==> src/rtl/block_sync.sv <==
// 64b/66b block synchroniser: hunts for sync-header alignment by slipping the
// gearbox, declares block lock after a clean window and drops it on excess errors.
module block_sync #(
  parameter int GOOD_SH   = 64,
  parameter int BAD_SH    = 16,
  parameter int SLIP_WAIT = 32
) (
  input  logic        clk_i,
  input  logic        rst_n_i,
  input  logic [65:0] data_i,
  input  logic        data_vld_i,
  output logic [65:0] data_o,
  output logic        data_vld_o,
  output logic        slip_o,
  output logic        block_lock_o
);

  localparam int SH_W   = $clog2(GOOD_SH + 1);
  localparam int BAD_W  = $clog2(BAD_SH + 1);
  localparam int WAIT_W = (SLIP_WAIT > 1) ? $clog2(SLIP_WAIT) : 1;

  localparam logic [SH_W-1:0]   SH_LAST   = SH_W'(GOOD_SH);
  localparam logic [BAD_W-1:0]  BAD_LAST  = BAD_W'(BAD_SH);
  localparam logic [WAIT_W-1:0] WAIT_LAST = WAIT_W'(SLIP_WAIT - 1);

  typedef enum logic {
    ST_TEST = 1'b0,
    ST_WAIT = 1'b1
  } state_t;

  state_t            state;
  logic [SH_W-1:0]   sh_cnt;
  logic [BAD_W-1:0]  bad_cnt;
  logic [WAIT_W-1:0] wait_cnt;

  logic              hdr_ok;
  logic              eval;
  logic [SH_W-1:0]   sh_inc;
  logic [BAD_W-1:0]  bad_inc;
  logic              window_done;
  logic              bad_limit;

  // NOTE: every signal gets a value before any condition so no latch is inferred.
  always_comb begin
    hdr_ok      = data_i[1] ^ data_i[0];
    eval        = data_vld_i && (state == ST_TEST);
    sh_inc      = sh_cnt + SH_W'(1);
    bad_inc     = bad_cnt + BAD_W'(!hdr_ok);
    window_done = (sh_inc == SH_LAST);
    bad_limit   = (bad_inc == BAD_LAST);
  end

  // Lock/slip FSM; slip_o and block_lock_o are registered here with the state.
  // NOTE: sequential state uses non-blocking assignments so every register
  // samples pre-edge values regardless of statement order.
  always_ff @(posedge clk_i or negedge rst_n_i) begin
    if (!rst_n_i) begin
      state        <= ST_TEST;
      sh_cnt       <= '0;
      bad_cnt      <= '0;
      wait_cnt     <= '0;
      slip_o       <= 1'b0;
      block_lock_o <= 1'b0;
    end else begin
      slip_o <= 1'b0;
      case (state)
        ST_TEST: begin
          if (eval) begin
            if (!block_lock_o) begin
              if (!hdr_ok) begin
                slip_o   <= 1'b1;
                sh_cnt   <= '0;
                bad_cnt  <= '0;
                wait_cnt <= '0;
                state    <= ST_WAIT;
              end else if (window_done) begin
                block_lock_o <= 1'b1;
                sh_cnt       <= '0;
                bad_cnt      <= '0;
              end else begin
                sh_cnt <= sh_inc;
              end
            end else begin
              // Error limit wins over a window completing on the same block.
              if (bad_limit) begin
                block_lock_o <= 1'b0;
                slip_o       <= 1'b1;
                sh_cnt       <= '0;
                bad_cnt      <= '0;
                wait_cnt     <= '0;
                state        <= ST_WAIT;
              end else if (window_done) begin
                sh_cnt  <= '0;
                bad_cnt <= '0;
              end else begin
                sh_cnt  <= sh_inc;
                bad_cnt <= bad_inc;
              end
            end
          end
        end
        ST_WAIT: begin
          // Gearbox needs SLIP_WAIT cycles to realign; input is ignored meanwhile.
          if (wait_cnt == WAIT_LAST) begin
            wait_cnt <= '0;
            sh_cnt   <= '0;
            bad_cnt  <= '0;
            state    <= ST_TEST;
          end else begin
            wait_cnt <= wait_cnt + WAIT_W'(1);
          end
        end
        default: state <= ST_TEST;
      endcase
    end
  end

  // Datapath register; the completing block sees the old lock and is not forwarded.
  // NOTE: data_o is reset too, so downstream never sees stale payload after reset.
  always_ff @(posedge clk_i or negedge rst_n_i) begin
    if (!rst_n_i) begin
      data_o     <= '0;
      data_vld_o <= 1'b0;
    end else begin
      if (data_vld_i) begin
        data_o <= data_i;
      end
      data_vld_o <= data_vld_i && block_lock_o;
    end
  end

  a_slip_single : assert property (@(posedge clk_i) disable iff (!rst_n_i)
    slip_o |=> !slip_o);

  a_wait_unlocked : assert property (@(posedge clk_i) disable iff (!rst_n_i)
    (state == ST_WAIT) |-> !block_lock_o);

endmodule

==> config.mk <==
export PLATFORM = sky130hd
export DESIGN_NAME = block_sync
export DESIGN_NICKNAME = d
export VERILOG_FILES = /design/src/rtl/block_sync.sv
export SDC_FILE = /design/constraint.sdc
export NUM_CORES = 1
export LEC_CHECK = 0
export CORE_MARGIN = 1.5
export CORE_UTILIZATION = 48
export DETAILED_ROUTE_END_ITERATION = 8
export GPL_ROUTABILITY_DRIVEN = 0
export HOLD_SLACK_MARGIN = 0.08
export PLACE_DENSITY = 0.85
export SYNTH_ARGS = -nofsm -noshare
export SYNTH_HDL_FRONTEND = slang
export SYNTH_SLANG_ARGS = --single-unit
==> constraint.sdc <==
create_clock -name clk_i -period 4.9 [get_ports clk_i]
set_input_delay 0.49 -clock clk_i [delete_from_list [all_inputs] [get_ports clk_i]]
set_output_delay 0.49 -clock clk_i [all_outputs]
set_load 0.02 [all_outputs]
# Yosys cells after proc, flatten, opt, wreduce, memory -nomap -nowiden

Index checks and enable logic that the tools add are counted.

$add $sub $neg: 3
Equality and inequality tests: 8
Multiplexer cells: 32
Bitwise gates (word level): 2
Reductions and logical operators: 7

Operator list:

| cell                                                  | number |
|---|---|
| two-way mux 5 bit                                     | 12 |
| two-way mux 7 bit                                     | 6 |
| case mux 5 bit (2 select lines)                       | 2 |
| case mux 7 bit (2 select lines)                       | 1 |
| == test 5 bit, second input constant                  | 2 |
| two-way mux 1 bit                                     | 10 |
| adder 7 x 1 -> 7 bit, second input constant           | 1 |
| == test 7 bit, second input constant                  | 1 |
| inequality test 3 bit, second input constant          | 2 |
| AND reduction 3 bit                                   | 2 |
| adder 5 x 1 -> 5 bit                                  | 1 |
| adder 5 x 1 -> 5 bit, second input constant           | 1 |
| inequality test 4 bit, second input constant          | 1 |
| AND reduction 2 bit                                   | 2 |
| logical AND 1 bit                                     | 2 |
| inequality test 2 x 1 -> 1 bit, second input constant | 1 |
| inequality test 2 bit, second input constant          | 1 |
| case mux 1 bit (2 select lines)                       | 1 |
| zero test 1 bit                                       | 1 |
| inverter 1 bit                                        | 1 |
| bitwise XOR 1 bit                                     | 1 |

Flip-flop bits (word level): 87
Bits of input ports: 69
Logic and storage cells: 60

# Depth between registers and ports, before layout

Gate-level depths: netlist (run 1).

Word-level depth: 8
Mapped depth: 10
Depth with buffers taken out: 9

# Worst setup path after synthesis (run 1)

No wires, ideal clock.

Path kind: input to register
From: in data_i[0]
To: reg sh_cnt[0]
Setup time: 128 ps
Arrival: 2478 ps
Required time: 4772 ps
Setup slack: 2295 ps
Cell stages on the path: 9
Path buffers: 0
Path through: xor2_1 -> inv_1 -> ha_1 -> ha_1 -> or3b_2 -> o22a_2 -> o211ai_2 -> nor3_1 -> mux2_1

Longest elaborated chain between the ends: 8
Elaborated cells on any way between the ends: 9
Those cells by class: add/sub (1); eq/ne (1); mux (5); bitwise (1); reduce/logical (1)

RTL lines:

| element                             | line | source |
|---|---|---|
| from (decl)                         | 10   | `input logic [65:0] data_i,` |
| bitwise XOR 1 bit (*)               | 45   | `hdr_ok = data_i[1] ^ data_i[0];` |
| zero test 1 bit                     | --   |  |
| adder 5 x 1 -> 5 bit                | 48   | `bad_inc = bad_cnt + BAD_W'(!hdr_ok);` |
| == test 5 bit                       | 50   | `bad_limit = (bad_inc == BAD_LAST);` |
| two-way mux 7 bit                   | 85   | `if (bad_limit) begin` |
| two-way mux 7 bit (*)               | 69   | `if (!block_lock_o) begin` |
| two-way mux 7 bit (*)               | 68   | `if (eval) begin` |
| case mux 7 bit (2 select lines) (*) | 66   | `case (state)` |
| to (signal assigned)                | 81   | `sh_cnt <= sh_inc;` |
| to (signal assigned)                | 96   | `sh_cnt <= sh_inc;` |
| to (decl)                           | 32   | `logic [SH_W-1:0] sh_cnt;` |

Mark *: on every way between the ends. The rest lies on a longest branch, timed or not. The select of a mux whose other input is x is not followed.
A chain may end at the register's enable or synchronous reset.

# Worst setup path in the final report (run 1)

From: in data_i[1]
To: reg sh_cnt[0]

The elaborated chain is that of the path after synthesis.

==> results of run 1 <==
==> sequential cells by signal, indices dropped and copies added, names as in the netlist <==
| signal | flops |
|---|---|
| data_o | 66 |
| sh_cnt | 7 |
| bad_cnt | 5 |
| wait_cnt | 5 |
| block_lock_o | 1 |
| data_vld_o | 1 |
| slip_o | 1 |
| state | 1 |
==> worst max-delay path, delay by kind of cell <==
kind                     cells  cell delay, ns
AND/OR/NAND/NOR              2            0.69
buffers and inverters        2            0.63
adder cells (fa/ha/maj)      2            0.53
AO/OA/AOI/OAI                2            0.39
multiplexers                 1            0.32
XOR/XNOR                     1            0.27
==> per-stage QoR <==
step	instances	total power, mW
floorplan	277	1.09
global placement	499	1.30
detailed placement	499	1.31
CTS	513	1.80
global route	513	1.88
finish	513	1.78
==> power groups by stage <==
stage	clock network (mW)	logic [mW]	registers [mW]
after floorplan	0	0.162	0.931
after global placement	0	0.425	0.870
after detailed placement	0	0.436	0.877
after CTS	0.497	0.438	0.864
after global routing	0.530	0.467	0.879
final	0.486	0.432	0.865
==> synthesized netlist by cell type, types with 2 or more instances <==
library cell | n | area share
mux2_2 | 67 | 0.20
a21o_1 | 3 | 0.0061
and3_1 | 2 | 0.0034
nand2b_1 | 3 | 0.0051
and2_1 | 3 | 0.0051
buf_1 | 4 | 0.0041
nand2_1 | 12 | 0.012
nand4_1 | 3 | 0.0051
nor2_1 | 10 | 0.010
nand3_1 | 2 | 0.0027
nor4b_1 | 2 | 0.0047
dfrtp_1 | 87 | 0.59
o21ai_0 | 7 | 0.0095
nor3_1 | 5 | 0.0068
a22o_1 | 3 | 0.0071
inv_1 | 2 | 0.0020
mux2i_1 | 3 | 0.0081
ha_1 | 5 | 0.017
o31ai_1 | 2 | 0.0041
clkbuf_1 | 10 | 0.010
nor2b_1 | 2 | 0.0034
a21oi_1 | 13 | 0.018
or3_1 | 2 | 0.0034
a31oi_1 | 3 | 0.0051
==> worst paths after layout <==
| kind | startpoint | end | slack, ns | depth (start not counted) |
|---|---|---|---|---|
| max | data_i[1] | sh_cnt[0] | 1.80 | 10 |
| max reg2reg | bad_cnt[0] | sh_cnt[0] | 2.45 | 7 |
| min in group clk_i | data_o[6] | data_o[6] | 0.51 | 1 |
| min reg2reg | data_o[6] | data_o[6] | 0.51 | 1 |
| min | rst_n_i | data_vld_o | 0.33 | 1 |
| max in group asynchronous | rst_n_i | data_o[65] | 3.87 | 1 |
==> area by class of cell <==
cell class,instances,area (um2)
Multi-Input combinational cell,173,1460
Fill cell,511,2040
Inverter,2,7.51
Sequential cell,87,2180
Timing Repair Buffer,138,1370
Clock inverter,4,47.5
Clock buffer,10,138
Tap cell,99,124
==> layer usage <==
| metal | wire [um] | share of wire |
|---|---|---|
| met5 | 0 | 0 |
| met3 | 527 | 0.063 |
| met4 | 217 | 0.026 |
| met1 | 3390 | 0.40 |
| met2 | 4270 | 0.51 |
==> logic make-up (layout without fill, tap and decap cells) <==
family | after synthesis | after routing
adder cells (fa/ha/maj) | 5 | 5
AND/OR/NAND/NOR | 54 | 54
XOR/XNOR | 1 | 1
buffers and inverters | 17 | 154
flip-flops | 87 | 87
multiplexers | 71 | 71
AO/OA/AOI/OAI | 42 | 42
==> summary.md, run 1 <==
| Metric | Value |
|---|---|
| CTS sink count | between 80 and 90 |
| Clock Tree Buf Depth | 2 |
| Final worst path period share | 0.632 |
| Clock edge transition at the registers on the reported setup and hold paths | ~0.080 ns |
| Die H | between 90 and 100 um |
| Placeable core area | ~7400 um2 |
| Setup slack after layout | ~1.8 ns |
| I/O pin count | 138 |
| Post-synth top flop | dfrtp_1 |
| Lkg Pwr | around 2.2 nW |
| Dpl ws | ~1.5 ns |
| Critical-path cell list | clkdlybuf4s50_1, xor2_1, inv_1, ha_1, ha_1, or4b_1, o22a_2, o211ai_2, nor3_1, mux2_1 |
| Initial antenna violation count | 0 |
| Nature of the critical path endpoint | flop |
| Post-CTS sizing | 0 |
| Hold Crit Class | input port to async pin |
| Global Route met2 Usage | 0.365 |
| Max Clock Freq | approximately 320 MHz |
| #FFs+latches synth | 87 |
| Startpoint types | input port |
| CP max stage cell | or4b_1 |
| Net Switching | between 0.5 and 0.6 mW |
| Net switching fraction of the power | 0.285 |
| Setup_tns | 0 ns |
| GR peak layer | met2 |
| P_int | 1.27 mW |
| Starting Density | 0.502 |
| Area grow syn2layout | 43.8% |
| Die width | between 90 and 100 um |
| Final Hold Fails | 0 |
| Crit path arrival time | between 3 and 4 ns |
| Clk_skew | between 0.007 and 0.008 ns |
| Largest family of logic cells by synthesized area | multiplexers |
| Syn Inst Count | ~280 |
| Die ar. | a little over 8000 um2 |
| Sequential share of power | 0.485 |
| Logic pwr share | 0.242 |
| Max-capacitance violation count | 0 |
| Post-layout min period | 3.10 ns |
| Asr flop ratio synth | 1.00 |
| Syn avg cell area | roughly 13 um2 |
| Crit Path Class | input port to flop |
| WL per Instance | between 15 and 20 um |
| M1 GR Usage | 0.269 |
| I/O Buffers | 137 |
| Synth Area in XOR/XNOR | 0.00237 |
| Clock Power Share | 0.272 |
| Drt initial violations | about 170 |
| Largest net degree at the start of global routing | a little under 90 |
| CTS tree | built |
| Highest-count cells in the layout ignoring fill and taps | clkdlybuf4s50_1, dfrtp_1, mux2_2, a21oi_1, nand2_1 |
| Post-CTS Setup Inserts | 0 |
| Total grt overflow | 0 |
| Required @ worst endpoint | 5.14 ns |
| Fin. max-slew vios | 0 |
| Fin util | 0.723 |
| Fin nets | about 490 |
| Syn Std Cell Area | 3700 um2 |
| Post-Synth Simple-Gate Area | 0.0811 |
| Layout cells sized above 1 | 0.227 |
| Seq/Total Area, Yosys | 0.588 |
| 1st-pass router iterations | 4 |
| H-Tree Depth | 3 |
| Adder-Cell Fraction of Synth Area | 0.0169 |
| Slew HR | 0.280 |
| Drt drc | 0 |
| Slew @ Worst Pin | 1.08 ns |
| Post-synthesis compound-gate area fraction | 0.0791 |
| Hold Buf Count CTS | 0 |
| Crit-path max FO | 9 |
| Post-Place Cell Area | just over 5000 um2 |
| Total track usage | 0.220 |
| Vias in the first global route | roughly 2900 |
| Netlist cell types | 46 |
| Wirelength, routed | around 8.4 mm |
| Design area | roughly 5300 um2 |
| RSZ-0062 raised after global routing | no |
| Pwr Density | between 300 and 400 nW/um2 |
| Syn nets | about 350 |
| DP HPWL | 5.93 mm |
| # rows | 31 |
| Clock root buffer | clkbuf_8 |
| Via/cell ratio | between 5 and 6 |
| Commonest non-fill, non-tap cell in the layout | clkdlybuf4s50_1 |
| Slowest stage delay, CP | 0.57 ns |
| Clk_lat worst skew | around 0.35 ns |
| Final Setup Violations | 0 |
| First-pass GRT wire length | approximately 14 mm |
| CTS buffer count | 9 |
| # diodes | 0 |
| Antenna viol nets, final | 0 |
| Via count | ~2800 |
| Status | finished, final reports clean |
| Mux cell area share after synthesis | 0.215 |
| Worst vdd ir | approximately 0.00021 V |
| Top cell by count, worst path | ha_1 |
| Met3 usage | 0.0556 |
| Hold_ws | approximately 0.33 ns |
| Post-synth EDFFs | 0 |
| YS warnings | 0 |
(Power assumes the default switching activity.)
==> run 2, diff against run 1 <==
--- a/config.mk
+++ b/config.mk
@@ -6,11 +6,11 @@
 export NUM_CORES = 1
 export LEC_CHECK = 0
 export CORE_MARGIN = 1.5
-export CORE_UTILIZATION = 48
+export CORE_UTILIZATION = 44
 export DETAILED_ROUTE_END_ITERATION = 8
 export GPL_ROUTABILITY_DRIVEN = 0
 export HOLD_SLACK_MARGIN = 0.08
-export PLACE_DENSITY = 0.85
+export PLACE_DENSITY = 0.79
 export SYNTH_ARGS = -nofsm -noshare
 export SYNTH_HDL_FRONTEND = slang
 export SYNTH_SLANG_ARGS = --single-unit
==> constraint.sdc (replaced) <==
create_clock -name clk_i -period 3.1 [get_ports clk_i]
set_input_delay 0.31 -clock clk_i [delete_from_list [all_inputs] [get_ports clk_i]]
set_output_delay 0.31 -clock clk_i [all_outputs]
set_load 0.02 [all_outputs]
==> summary.md, run 2 (same netlist as run 1, synthesis figures left out) <==
| Metric | Value |
|---|---|
| Status | finished, final reports clean |
| Clock edge transition at the registers on the reported setup and hold paths | 0.09 ns (about the same) |
| Required @ worst endpoint | 3.33 ns (-1.81 ns) |
| Total track usage | 0.206 (-0.0141) |
| Clock Tree Buf Depth | 2 (unchanged) |
| Crit path from | data_i[1] |
| Max reg flops | 66 (unchanged) |
| Die H | 94.7 um (+4.3%) |
| CTS tree | built |
| Layout cells sized above 1 | 0.242 (+0.0147) |
| P_int | 2.12 mW (+67%) |
| Pwr Density | 547 nW/um2 (+63%) |
| Post-CTS Setup Inserts | 0 (unchanged) |
| Vias in the first global route | 2973 (+1.1%) |
| DP HPWL | 6.29 mm (+6.1%) |
| Commonest non-fill, non-tap cell in the layout | clkdlybuf4s50_1 |
| Sequential share of power | 0.461 (-0.024) |
| H-Tree Depth | 3 (unchanged) |
| Worst reg2reg path depth | 7 (unchanged) |
| Slew @ Worst Pin | 1.08 ns (-0.000322 ns) |
| Fill count | 618 (+21%) |
| Net Switching | 0.844 mW (+66%) |
| Total grt overflow | 0 (unchanged) |
| Logic pwr share | 0.238 (-0.004) |
| Biggest regs | data_o (66), sh_cnt (7) |
| Post-layout min period | 2.72 ns |
| Fin. max-slew vios | 0 (unchanged) |
| I/O pin count | 138 (unchanged) |
| Die width | 94.7 um (+4.3%) |
| Area grow syn2layout | 46.4% |
| Clk_skew | 0.0138 ns (+0.00587 ns) |
| Drt initial violations | 72 (-58%) |
| Via count | 2754 (-0.18%) |
| Die ar. | 8970 um2 (+8.8%) |
| Starting Density | 0.453 (-0.0495) |
| CTS buffer count | 9 (unchanged) |
| Worst vdd ir | 0.000408 V (+90%) |
| Max-capacitance violation count | 0 (unchanged) |
| Max Clock Freq | approximately 370 MHz |
| Final Setup Violations | 0 (unchanged) |
| R2r endpoint | sh_cnt[0] |
| Antenna viol nets, final | 0 (unchanged) |
| Via/cell ratio | 5.23 (-2.8%) |
| Setup_tns | 0 ns (unchanged) |
| # rows | 33 (+6.5%) |
| Net switching fraction of the power | 0.285 (-0.000496) |
| R2R Setup Slk | 0.72 ns (-1.73 ns) |
| Clock root buffer | clkbuf_8 |
| Hold Crit Class | input port to async pin |
| Nature of the critical path endpoint | flop |
| Post-CTS sizing | 0 (unchanged) |
| CTS sink count | 87 (unchanged) |
| Final Hold Fails | 0 (unchanged) |
| I/O Buffers | 137 (unchanged) |
| Fin util | 0.663 (-0.0596) |
| Drt drc | 0 (unchanged) |
| R2R Path Start | bad_cnt[0] |
| Fin nets | 491 (+1.2%) |
| Initial antenna violation count | 0 (unchanged) |
| Clock Power Share | 0.301 (+0.029) |
| Startpoint types | input port |
| Worst setup path endpoint | sh_cnt[0] |
| Clk_lat worst skew | 0.35 ns (about the same) |
| Crit Path Class | input port to flop |
| Crit path arrival time | 2.96 ns (-0.37 ns) |
| Highest-count cells in the layout ignoring fill and taps | clkdlybuf4s50_1, dfrtp_1, mux2_2, a21oi_1, nand2_1 |
| RSZ-0062 raised after global routing | no |
| Crit-path max FO | 9 (unchanged) |
| Final worst path period share | 0.878 |
| # diodes | 0 (unchanged) |
| Lkg Pwr | 2.29 nW (+2.2%) |
| First-pass GRT wire length | 14.1 mm (-1.2%) |
| 1st-pass router iterations | 4 (unchanged) |
| Wirelength, routed | 8.91 mm (+6.1%) |
| Hold Buf Count CTS | 0 (unchanged) |
| Slew HR | 0.280 (about the same) |
| Placeable core area | 8180 um2 (+11%) |
| Largest net degree at the start of global routing | 88 (unchanged) |
| Largest reg by FF count | data_o |
| WL per Instance | 16.9 um (+3.3%) |
## run 2: changes by cell type in the layout (fill, tap and decap cells not counted)
| cell | delta |
|---|---|
| inv_6 | +2 |
| buf_4 | +6 |
| clkinv_2 | -1 |
| bufinv_16 | +1 |
## run 2: power by group through the flow
stage	logic [mW]	registers (mW)	clock network, mW
4_1_cts	0.714	1.37	0.909
6_report	0.707	1.37	0.892
3_5_place_dp	0.705	1.39	0
5_1_grt	0.762	1.39	0.947
3_3_place_gp	0.689	1.38	0
2_1_floorplan	0.256	1.47	0
## run 2: stage by stage
stage	std cells	hold WS, ns	cell area [um2]	worst slack, ns	power [mW]
2_1_floorplan	277	0.0144	3700	0.675	1.73
3_3_place_gp	511	0.489	5190	0.137	2.07
3_5_place_dp	511	0.494	5190	0.0478	2.09
4_1_cts	527	0.199	5420	0.398	2.99
5_1_grt	527	0.245	5420	0.297	3.10
6_report	527	0.151	5420	0.378	2.97
## run 2: worst min path at each step
stage | endpoint | depth (start not counted)
floorplan | bad_cnt[0] | 0
global placement | data_o[4] | 1
detailed placement | data_o[54] | 1
CTS | sh_cnt[0] | 1
global route | data_o[14] | 1
finish | data_o[14] | 1
## run 2: layer usage
layer / vias up / wire length, um / part of all wire / global-route usage
li1: 1278 / - / - / -
met1: 1360 / 3470 / 0.39 / 0.239
met2: 104 / 4330 / 0.49 / 0.324
met3: 12 / 950 / 0.11 / 0.0958
met4: 0 / 159 / 0.018 / 0.0908
met5: - / 0 / 0 / 0
## run 2: worst max-delay path, stage by stage
cell and delay, ns:
clkdlybuf4s50_1 0.49, xor2_1 0.20, inv_1 0.09, ha_1 0.21, ha_1 0.32, or3b_2 0.49
o22a_2 0.23, o211ai_2 0.18, nor3_1 0.12, mux2_1 0.31
## run 2: cell type report
type / instances / area, um2 / area share
clock buffers: 10 / 138 / 0.0254
clock inverters: 6 / 90.1 / 0.0166
inverters: 2 / 7.51 / 0.00139
multi-input cells: 173 / 1460 / 0.269
flip-flops and latches: 87 / 2180 / 0.402
well taps: 105 / 131 / 0.0242
repair buffers: 144 / 1420 / 0.261
